===== config.mk =====
export PLATFORM = sky130hd
export DESIGN_NAME = imm_gen_pipe
export DESIGN_NICKNAME = d
export VERILOG_FILES = /design/src/rtl/imm_gen_pipe.sv
export SDC_FILE = /design/constraint.sdc
export NUM_CORES = 1
export LEC_CHECK = 0
export ABC_AREA = 1
export ABC_CLOCK_PERIOD_IN_PS = 3400
export BUFFER_PORTS_ARGS = -buffer_cell sky130_fd_sc_hd__buf_4
export CORE_MARGIN = 1.5
export CORE_UTILIZATION = 40
export CTS_BUF_LIST = sky130_fd_sc_hd__clkbuf_16
export DETAILED_ROUTE_END_ITERATION = 10
export GPL_TIMING_DRIVEN = 0
export MAX_ROUTING_LAYER = met4
export PLACE_DENSITY = 0.64
export SLEW_MARGIN = 0
export SYNTH_ARGS = -nofsm -noshare
export SYNTH_HDL_FRONTEND = slang
export SYNTH_SLANG_ARGS = --single-unit
export TNS_END_PERCENT = 50

===== constraint.sdc =====
create_clock -name clk -period 3.4 [get_ports clk]
set_input_delay 0.68 -clock clk [delete_from_list [all_inputs] [get_ports clk]]
set_output_delay 0.68 -clock clk [all_outputs]
set_load 0.1 [all_outputs]

===== src/rtl/imm_gen_pipe.sv =====
// Pipelined multi-lane immediate generator: forms immediates, PC-relative targets and
// fault flags through a two-stage elastic valid/ready pipeline with synchronous flush.
module imm_gen_pipe #(
    parameter int unsigned XLEN  = 32,
    parameter int unsigned LANES = 1
) (
    input  logic                  clk,
    input  logic                  rst_n,
    input  logic                  flush,
    input  logic                  in_valid,
    output logic                  in_ready,
    input  logic [LANES*32-1:0]   in_instr,
    input  logic [LANES*3-1:0]    in_mode,
    input  logic [XLEN-1:0]       in_pc,
    output logic                  out_valid,
    input  logic                  out_ready,
    output logic [LANES*XLEN-1:0] out_imm,
    output logic [LANES*XLEN-1:0] out_target,
    output logic [LANES-1:0]      out_misalign,
    output logic [LANES-1:0]      out_illegal
);

    localparam logic [2:0] MODE_R  = 3'b000;
    localparam logic [2:0] MODE_I  = 3'b001;
    localparam logic [2:0] MODE_S  = 3'b010;
    localparam logic [2:0] MODE_B  = 3'b011;
    localparam logic [2:0] MODE_U  = 3'b100;
    localparam logic [2:0] MODE_J  = 3'b101;
    localparam logic [2:0] MODE_Z  = 3'b110;
    localparam logic [2:0] MODE_SH = 3'b111;

    // Built at 64 bits and truncated, so one body serves both datapath widths.
    function automatic logic [XLEN-1:0] form_imm(input logic [31:0] instr,
                                                 input logic [2:0]  mode);
        logic [63:0] imm64;
        imm64 = '0;
        case (mode)
            MODE_R:  imm64 = '0;
            MODE_I:  imm64 = {{52{instr[31]}}, instr[31:20]};
            MODE_S:  imm64 = {{52{instr[31]}}, instr[31:25], instr[11:7]};
            MODE_B:  imm64 = {{51{instr[31]}}, instr[31], instr[7], instr[30:25],
                              instr[11:8], 1'b0};
            MODE_U:  imm64 = {{32{instr[31]}}, instr[31:12], 12'b0};
            MODE_J:  imm64 = {{43{instr[31]}}, instr[31], instr[19:12], instr[20],
                              instr[30:21], 1'b0};
            MODE_Z:  imm64 = {59'b0, instr[19:15]};
            MODE_SH: begin
                if (XLEN == 32) imm64 = {59'b0, instr[24:20]};
                else            imm64 = {58'b0, instr[25:20]};
            end
            default: imm64 = '0;
        endcase
        return imm64[XLEN-1:0];
    endfunction

    // Handshake
    logic s1_valid, s2_valid;
    logic adv1, adv2, accept;

    assign adv2      = !s2_valid | out_ready;
    assign adv1      = !s1_valid | adv2;
    assign in_ready  = adv1;
    assign accept    = in_valid & in_ready;
    assign out_valid = s2_valid;

    // Stage 1 next-state, formed directly from the input beat
    logic [LANES-1:0][XLEN-1:0] s1_imm_d, s1_pc_d;
    logic [LANES-1:0][2:0]      s1_mode_d;
    logic [LANES-1:0]           s1_illegal_d;

    always_comb begin
        s1_imm_d     = '0;
        s1_pc_d      = '0;
        s1_mode_d    = '0;
        s1_illegal_d = '0;
        for (int l = 0; l < LANES; l++) begin
            s1_imm_d[l]  = form_imm(in_instr[32*l +: 32], in_mode[3*l +: 3]);
            s1_pc_d[l]   = in_pc + XLEN'(4 * l);
            s1_mode_d[l] = in_mode[3*l +: 3];
            // instr[25] is dropped from the 32-bit shamt, so the fault is captured here
            s1_illegal_d[l] = (XLEN == 32) && (in_mode[3*l +: 3] == MODE_SH) &&
                              in_instr[32*l + 25];
        end
    end

    logic [LANES-1:0][XLEN-1:0] s1_imm, s1_pc;
    logic [LANES-1:0][2:0]      s1_mode;
    logic [LANES-1:0]           s1_illegal;

    // Stage 2 next-state
    logic [LANES-1:0][XLEN-1:0] s2_target_d;
    logic [LANES-1:0]           s2_misalign_d;

    always_comb begin
        s2_target_d   = '0;
        s2_misalign_d = '0;
        for (int l = 0; l < LANES; l++) begin
            s2_target_d[l]   = s1_pc[l] + s1_imm[l];
            s2_misalign_d[l] = ((s1_mode[l] == MODE_B) || (s1_mode[l] == MODE_J)) &&
                               (s2_target_d[l][1:0] != 2'b00);
        end
    end

    logic [LANES-1:0][XLEN-1:0] s2_imm, s2_target;
    logic [LANES-1:0]           s2_misalign, s2_illegal;

    // Valid bits; flush outranks acceptance and advance
    always_ff @(posedge clk or negedge rst_n) begin
        if (!rst_n) begin
            s1_valid <= 1'b0;
            s2_valid <= 1'b0;
        end else if (flush) begin
            s1_valid <= 1'b0;
            s2_valid <= 1'b0;
        end else begin
            if (adv1) s1_valid <= in_valid;
            if (adv2) s2_valid <= s1_valid;
        end
    end

    always_ff @(posedge clk or negedge rst_n) begin
        if (!rst_n) begin
            s1_imm     <= '0;
            s1_pc      <= '0;
            s1_mode    <= '0;
            s1_illegal <= '0;
        end else if (accept && !flush) begin
            s1_imm     <= s1_imm_d;
            s1_pc      <= s1_pc_d;
            s1_mode    <= s1_mode_d;
            s1_illegal <= s1_illegal_d;
        end
    end

    // Loads only on advance, so a stalled output beat holds stable
    always_ff @(posedge clk or negedge rst_n) begin
        if (!rst_n) begin
            s2_imm      <= '0;
            s2_target   <= '0;
            s2_misalign <= '0;
            s2_illegal  <= '0;
        end else if (adv2 && s1_valid && !flush) begin
            s2_imm      <= s1_imm;
            s2_target   <= s2_target_d;
            s2_misalign <= s2_misalign_d;
            s2_illegal  <= s1_illegal;
        end
    end

    assign out_imm      = s2_imm;
    assign out_target   = s2_target;
    assign out_misalign = s2_misalign;
    assign out_illegal  = s2_illegal;

endmodule


# --- Yosys cells after proc, flatten, opt, wreduce, memory -nomap -nowiden ---
# Index checks and enable logic that the tools add are counted.
# Widths: inputs -> output; s select.
word_totals:
  reg_bits: 136
  in_bits: 72
  out_inout_bits: 68
  wordCells: 41
op_classes:
  n_addsub: 1
  n_eq_ne: 9
  mux: 5
  bitwise_logic: 3
  reduce_logical: 13
op_table:
  columns: ["cell", "count"]
  rows:
  - ["$pmux 32 s8", 1]
  - ["$add 32x32->32", 1]
  - ["$eq 3x3->1 const B", 5]
  - ["$eq 3x2->1 const B", 3]
  - ["$reduce_bool 2->1", 3]
  - ["$logic_and 1x1->1", 5]
  - ["$mux 1", 4]
  - ["$eq 3x1->1 const B", 1]
  - ["$logic_not 1->1", 3]
  - ["$logic_not 3->1", 1]
  - ["$or 1x1->1", 2]
  - ["$and 1x1->1", 1]
  - ["$logic_or 1x1->1", 1]

# --- Longest topological paths before layout ---
# Gate-level depths: netlist (run 1).
depth:
  ltp_word: 5
  mapped_depth: 12
  ltp_nobuf: 12

# --- Worst setup path after synthesis (run 1) ---
# Ideal clock, no wire load.
synth_path:
  path_kind: "register -> register"
  startpoint: "register s2_valid (netlist: out_valid)"
  endpoint: "register s1_pc[0] (netlist name)"
  setup_time_ns: 0.116
  t_arrival_ns: 2.494
  required_time_ns: 3.284
  setup_slack_ns: 0.789
  stages_incl_launch_ff: 10
  n_path_buf: 2
  synth_period_minus_slack_ns: 2.611
  path_cell_list: "dfrtp_1 > inv_1 > nor2_1 > nand2_1 > nand2_2 > inv_2 > buf_4 > buf_2 > nand2_1 > nand2_1"
synth_between:
  elab_chain_len: 5
synth_lines:
  columns: ["item", "line", "rtl"]
  rows:
  - ["start, declared", "57", "logic s1_valid, s2_valid;"]
  - ["start signal, assigned", "117", "if (adv2) s2_valid <= s1_valid;"]
  - ["$logic_not 1->1", "60", "assign adv2 = !s2_valid | out_ready;"]
  - ["$or 1x1->1", "60", null]
  - ["$or 1x1->1", "61", "assign adv1 = !s1_valid | adv2;"]
  - ["via in_ready", "11", "output logic in_ready,"]
  - ["$and 1x1->1", "63", "assign accept = in_valid & in_ready;"]
  - ["$logic_and 1x1->1", "127", "end else if (accept && !flush) begin"]
  - ["end signal, assigned", "129", "s1_pc <= s1_pc_d;"]
  - ["end, declared", "86", "logic [LANES-1:0][XLEN-1:0] s1_imm, s1_pc;"]
# The timed path passes the listed nets, and every way through them passes these cells.
# A chain may end at the register's enable or synchronous reset.

# --- Final worst setup path (run 1) ---
layout_path:
  startpoint: "register s1_imm[0] (netlist name)"
  endpoint: "register s2_target (netlist bit out_target[16])"
layout_between:
  elab_chain_len: 1
layout_lines:
  columns: ["item", "line", "rtl"]
  rows:
  - ["start, declared", "86", null]
  - ["start signal, assigned", "128", "s1_imm <= s1_imm_d;"]
  - ["$add 32x32->32", "98", "s2_target_d[l] = s1_pc[l] + s1_imm[l];"]
  - ["end signal, assigned", "144", "s2_target <= s2_target_d;"]
  - ["end, declared", "104", "logic [LANES-1:0][XLEN-1:0] s2_imm, s2_target;"]
# Every way passes these cells.

==> results_dict.tcl, run 1 <==
set metrics [dict create \
    switching_share_pct 49.17 \
    finalMaxSlewViolations 0 \
    fin_crit_ns 2.273 \
    crit_fanout 4 \
    cts_setup_buffers 0 \
    synth_area_per_cell_um2 7.140 \
    critPathLaunchType "flip-flop" \
    drive_gt1_share_pct 16.75 \
    grt.overflow.total 0 \
    fin_total_pwr_mw 7.205 \
    syn_to_final_growth_pct 24.63 \
    r2r-end "out_target[16]" \
    cts_tree "built" \
    max_freq_ghz 0.4400 \
    setup_slack_ns 1.127 \
    fin_skew_ns 0.007028 \
    viasPerCell 4.712 \
    dp_hpwl_mm 17.85 \
    clkTransAtPathRegs_ns 0.07 \
    r2r_slack_ns 1.13 \
    cts-resized-gates 0 \
    critPathKind "flip-flop to flip-flop" \
    clock_path_buffers 2 \
    grt_max_degree 94 \
    cts.htree.levels 4 \
    ir_drop_uv 414.0 \
    cts_sinks 136 \
    place_ws_ns 1.180 \
    syn_inst 1083 \
    fillers 1863 \
    yosysUniqueCellTypes 33 \
    first_iter_violations 524 \
    grt_pass1_vias 6940 \
    die_h_um 142.0 \
    clockRootBuffer "clkbuf_16" \
    seq_area_frac_synth_pct 44.01 \
    p_switching_mw 3.542 \
    cp.arrival_ns 2.57 \
    num_vias 7106 \
    io_pins 140 \
    min_path_type "input port to asynchronous set/reset pin" \
    placed_area_mm2 0.009080 \
    numCtsBuffers 17 \
    fin_setup_tns_ns 0 \
    clock_latency_ns 0.43 \
    gp_congestion 0.8881 \
    antenna_left 0 \
    status "complete, no violations" \
    p_leak_nw 5.424 \
    antenna_found_initial 0 \
    power-per-cell-area_mw_per_mm2 747.6 \
    worst_pin_slew_ns 0.6741 \
    route.detailed.drc 0 \
    coreArea_mm2 0.01883 \
    n_antenna_cell 0 \
    pwr-share-clk_pct 24.7 \
    reg2regPathDepth 10 \
    synth_warnings 0 \
    cap_violations 0 \
    rows 50 \
    syn_nets 1187 \
    regToRegStartpoint "s1_imm[0]" \
    netlist_area_mm2 0.007732 \
    intPower_mw 3.662 \
    power_frac_comb_pct 45.1 \
    post-route-period-util_pct 66.84 \
    relSlewSlack_pct 55.06 \
    crit_required_ns 3.69 \
    yosys.area.top_type "dfrtp_1" \
    wl_per_cell_um 15.02 \
    start_util_pct 41.06 \
    hold_viol_final 0 \
    ys_top_cells_by_area "dfrtp_1, nand2_1, inv_1, ha_1, o21ai_0" \
    finalSetupViolations 0 \
    rsz0062_at_grt "no" \
    dieArea_mm2 0.02017 \
    floorplan.die.width_um 142.0 \
    grt_use_total_pct 24.27 \
    p_seq_share_pct 30.2 \
    dr.pass1.iters 5 \
    drt_wl_total_mm 22.66 \
    finalInstanceArea_mm2 0.009637 \
    ys_ff_latch 136 \
    synth.top_cell.area_share_pct 44.01 \
    finalNetCount 1339 \
    io_buffers 132 \
    ctsHoldBuffers 0 \
    grt_first_pass_wirelength_mm 36.16 \
    cp-end-kind "flip-flop" \
]
==> worst max path at each step <==
stage | from | end | slack [ns] | cells past startpoint
after global routing | s1_imm[0] | out_target[16] | 1.02 | 10
after CTS | s1_imm[0] | out_target[16] | 1.15 | 10
final | s1_imm[0] | out_target[16] | 1.13 | 10
after detailed placement | s1_imm[0] | out_target[16] | 1.18 | 10
after floorplan | out_valid | s1_pc[0] | 0.79 | 9
after global placement | rst_n | out_target[28] | 1.08 | 1
==> power groups by stage <==
| stage | Combinational (mW) | Clock [mW] | Sequential [mW] |
|---|---|---|---|
| final | 3.25 | 1.78 | 2.18 |
| after global placement | 3.22 | 0 | 2.20 |
| after global routing | 3.47 | 1.88 | 2.21 |
| after floorplan | 0.936 | 0 | 3.69 |
| after detailed placement | 3.25 | 0 | 2.20 |
| after CTS | 3.26 | 1.80 | 2.18 |
==> cell type report <==
cell class	count	area [µm²]	share of cell area [%]
Multi-Input combinational cell	769	3627	37.64
Sequential cell	136	3403	35.32
Timing Repair Buffer	133	1022	10.61
Inverter	149	559.3	5.804
Clock buffer	17	425.4	4.414
Tap cell	260	325.3	3.376
Buffer	29	142.6	1.480
Clock inverter	15	131.4	1.363
==> registers in the layout, indices dropped and copies added (netlist names) <==
signal / cells
out_target: 32
out_valid: 1
out_illegal: 1
s1_valid: 1
s1_imm: 32
s1_pc: 32
s1_mode: 3
s1_illegal: 1
out_misalign: 1
out_imm: 32
==> per-layer routing <==
layer	wire length [µm]	up-vias	part of all wire [%]	GRT usage [%]
met5	0	-	0	-
met4	392	0	1.7	7.325
met3	906	34	4.0	3.264
met2	10430	171	46	38.00
met1	10920	3252	48	32.92
li1	-	3649	-	-
==> layout by cell type, fill, tap and decap left out, drive strengths merged <==
cell type,count
o31ai,6
o21ai,70
xnor2,16
a32o,1
inv,158
xor2,1
o211ai,2
o311ai,1
nand2,493
o32ai,1
o21bai,3
and2,1
a21o,1
fa,1
nand3,54
nand4,4
buf,150
a21oi,32
nor3,5
ha,31
clkinvlp,3
nor2,42
clkinv,3
dfrtp,136
clkbuf,29
nand3b,4
==> worst max-delay path: stages, from the launching register on <==
cell and delay [ns]:
dfrtp_1 0.40, ha_1 0.26, fa_1 0.49, nand3_1 0.13
nand3_1 0.16, nand2_1 0.12, nand2_2 0.08, nand2_1 0.06
nand2_1 0.09, xnor2_1 0.25, o21ai_1 0.08
==> metrics by stage <==
step	utilization (%)	std cells	hold WS [ns]
2_1_floorplan	-	1083	0.3844
3_3_place_gp	48.05	1475	0.4665
3_5_place_dp	48.22	1476	0.4670
4_1_cts	51.18	1508	0.1687
5_1_grt	51.18	1508	0.1891
6_report	51.18	1508	0.1611
==> cell families (layout without fill, tap and decap cells) <==
family / after synthesis / count (layout) / synth area share [%]
and+or+nand+nor: 603 / 603 / 31.59
buffers and inverters: 178 / 343 / 9.078
AOI/OAI and AO/OA: 117 / 117 / 8.123
adders and majority gates: 32 / 32 / 5.275
xor gates and xnor gates: 17 / 17 / 1.926
DFF: 136 / 136 / 44.01
==> synth_stat cells, drive strengths merged <==
master  instances
a21o            1
a21oi          32
a32o            1
and2            1
buf            17
clkbuf         12
dfrtp         136
fa              1
ha             31
inv           149
nand2         493
nand3          54
nand3b          4
nand4           4
nor2           42
nor3            5
o211ai          2
o21ai          70
o21bai          3
o311ai          1
o31ai           6
o32ai           1
xnor2          16
xor2            1
Power figures use the tool's default switching activity.
==> run 2: changes to the inputs <==
Settings changed: ABC_CLOCK_PERIOD_IN_PS 3400 to 2000, PLACE_DENSITY 0.64 to 0.67.
Clock period 3.4 ns to 2 ns, I/O delays scaled along.
==> results_dict.tcl, run 2 (synthesis gave the netlist of run 1 again) <==
set metrics [dict create \
    worst_pin_slew_ns 0.6447 \
    critPathKind "flip-flop to flip-flop" \
    regToRegStartpoint "s1_imm[0]" \
    worst-path-buf-inv 0 \
    path_cells "ha_4 > fa_2 > nand3_1 > nand3_2 > nand2_2 > nand2_2 > nand2_1 > nand2_2 > xnor2_2 > o21ai_1" \
    slowest_stage "dfrtp_1" \
    die_h_um 142.0 \
    antenna_found_initial 0 \
    finalMaxSlewViolations 0 \
    finalInstanceArea_mm2 0.009940 \
    finalSetupViolations 0 \
    r2r_slack_ns 0.03 \
    io_buffers 132 \
    rsz0062_at_grt "yes" \
    ir_drop_uv 979.0 \
    dr.pass1.iters 5 \
    clkTransAtPathRegs_ns 0.06 \
    num_vias 7269 \
    grt_busiest_layer "met2" \
    final_core_util_pct 52.78 \
    antenna_left 0 \
    layout_common_cells "nand2_1, inv_1, buf_4" \
    crit_top_cell "nand2_2" \
    viasPerCell 4.814 \
    max_freq_ghz 0.5086 \
    cts_tree "built" \
    rows 50 \
    holdCritStartpoint "flush" \
    worstHoldPathCells 2 \
    syn_to_final_growth_pct 28.54 \
    hold_viol_final 0 \
    grt_pass1_vias 6715 \
    clock_path_buffers 2 \
    clockRootBuffer "clkbuf_16" \
    fin_skew_ns 0.007614 \
    numCtsBuffers 17 \
    route.detailed.drc 0 \
    dieArea_mm2 0.02017 \
    layout_commonest_cell "nand2_1" \
    setup.worst_path.start "s1_imm[0]" \
    crit_required_ns 2.28 \
    grt_max_degree 89 \
    cts_sinks 136 \
    critPathLaunchType "flip-flop" \
    placed_area_mm2 0.009086 \
    io_pins 140 \
    crit_path_max_incr_delay_ns 0.42 \
    relSlewSlack_pct 57.02 \
    grtUsageMet3_pct 3.668 \
    fin_setup_tns_ns 0 \
    start_util_pct 41.06 \
    cts.htree.levels 4 \
    p_leak_nw 5.425 \
    power-per-cell-area_mw_per_mm2 1271 \
    gp_congestion 0.9055 \
    fillers 1845 \
    wl_per_cell_um 15.04 \
    r2r-end "out_target[16]" \
    post-route-period-util_pct 98.32 \
    finalNetCount 1341 \
    hold_slack_ns 0.1465 \
    drive_gt1_share_pct 19.92 \
    grt.overflow.total 0 \
    drt_wl_total_mm 22.70 \
    grt_use_total_pct 23.32 \
    first_iter_violations 429 \
    status "complete, no violations" \
    fin_total_pwr_mw 12.63 \
    grt_first_pass_wirelength_mm 34.79 \
    cp.arrival_ns 2.25 \
    reg2regPathDepth 10 \
    coreArea_mm2 0.01883 \
    dp_hpwl_mm 17.60 \
    min_path_type "input port to flip-flop" \
    clock_latency_ns 0.42 \
    n_antenna_cell 0 \
    gr-usage-met1_pct 31.18 \
    crit_fanout 3 \
    crit_cells 10 \
    cp_top_family "adder cells" \
    fin_crit_ns 1.966 \
    cp-end-kind "flip-flop" \
    cap_violations 0 \
    use_met2_pct 36.41 \
    hold_end "s1_valid" \
    floorplan.die.width_um 142.0 \
]
run 2: changes by cell type in the layout (fill, tap and decap cells not counted), moves of 4 or more:
cell     change
nand2_2      +4
ha_4        +13
inv_6        -4
nand2_1      -4
ha_2        +10
dfrtp_1      -4
ha_1        -23
nor2_2       +6
nor2_1       -6
run 2: where the power goes:
| group | switching (mW) | internal [mW] | total [mW] |
|---|---|---|---|
| Sequential | 0.439 | 3.30 | 3.74 |
| Clock | 1.24 | 1.96 | 3.21 |
| Combinational | 4.27 | 1.42 | 5.68 |
run 2: worst max path at each step:
stage                                end  slack, ns
after global placement         out_valid      -0.22
after global routing      out_target[16]      -0.04
after floorplan                 s1_pc[0]       0.04
final                     out_target[16]       0.03
after detailed placement  out_target[16]      -0.19
after CTS                 out_target[31]       0.01
run 2: per-layer routing:
metal  vias up  routed length, µm  share of wire (%)
li1       3676                  -                  -
met3        35               1229                5.4
met1      3352              10400                 46
met4         0                444                2.0
met5         -                  0                  0
met2       206              10630                 47
run 2: layout make-up:
cell class | count | area [µm²] | area share [%]
multi-input cells | 769 | 3859 | 38.82
flip-flops and latches | 136 | 3411 | 34.32
repair buffers | 135 | 1040 | 10.46
inverters | 149 | 559.3 | 5.627
clock buffers | 17 | 425.4 | 4.280
well taps | 260 | 325.3 | 3.273
clock inverters | 15 | 177.7 | 1.788
plain buffers | 29 | 142.6 | 1.435
run 2: timing repair:
action,CTS,global route
endpoints found under the hold margin,48,0
pin swaps,1,1
endpoints found under the setup margin,5,17
gates resized for setup,4,46
hold buffers,1,0
buffers inserted,1,0
run 2: through the flow:
stage          cells  setup WS (ns)
3_5_place_dp    1476        -0.1925
4_1_cts         1510        0.01301
6_report        1510        0.03364
3_3_place_gp    1475        -0.2247
5_1_grt         1510       -0.04268
2_1_floorplan   1083        0.03734
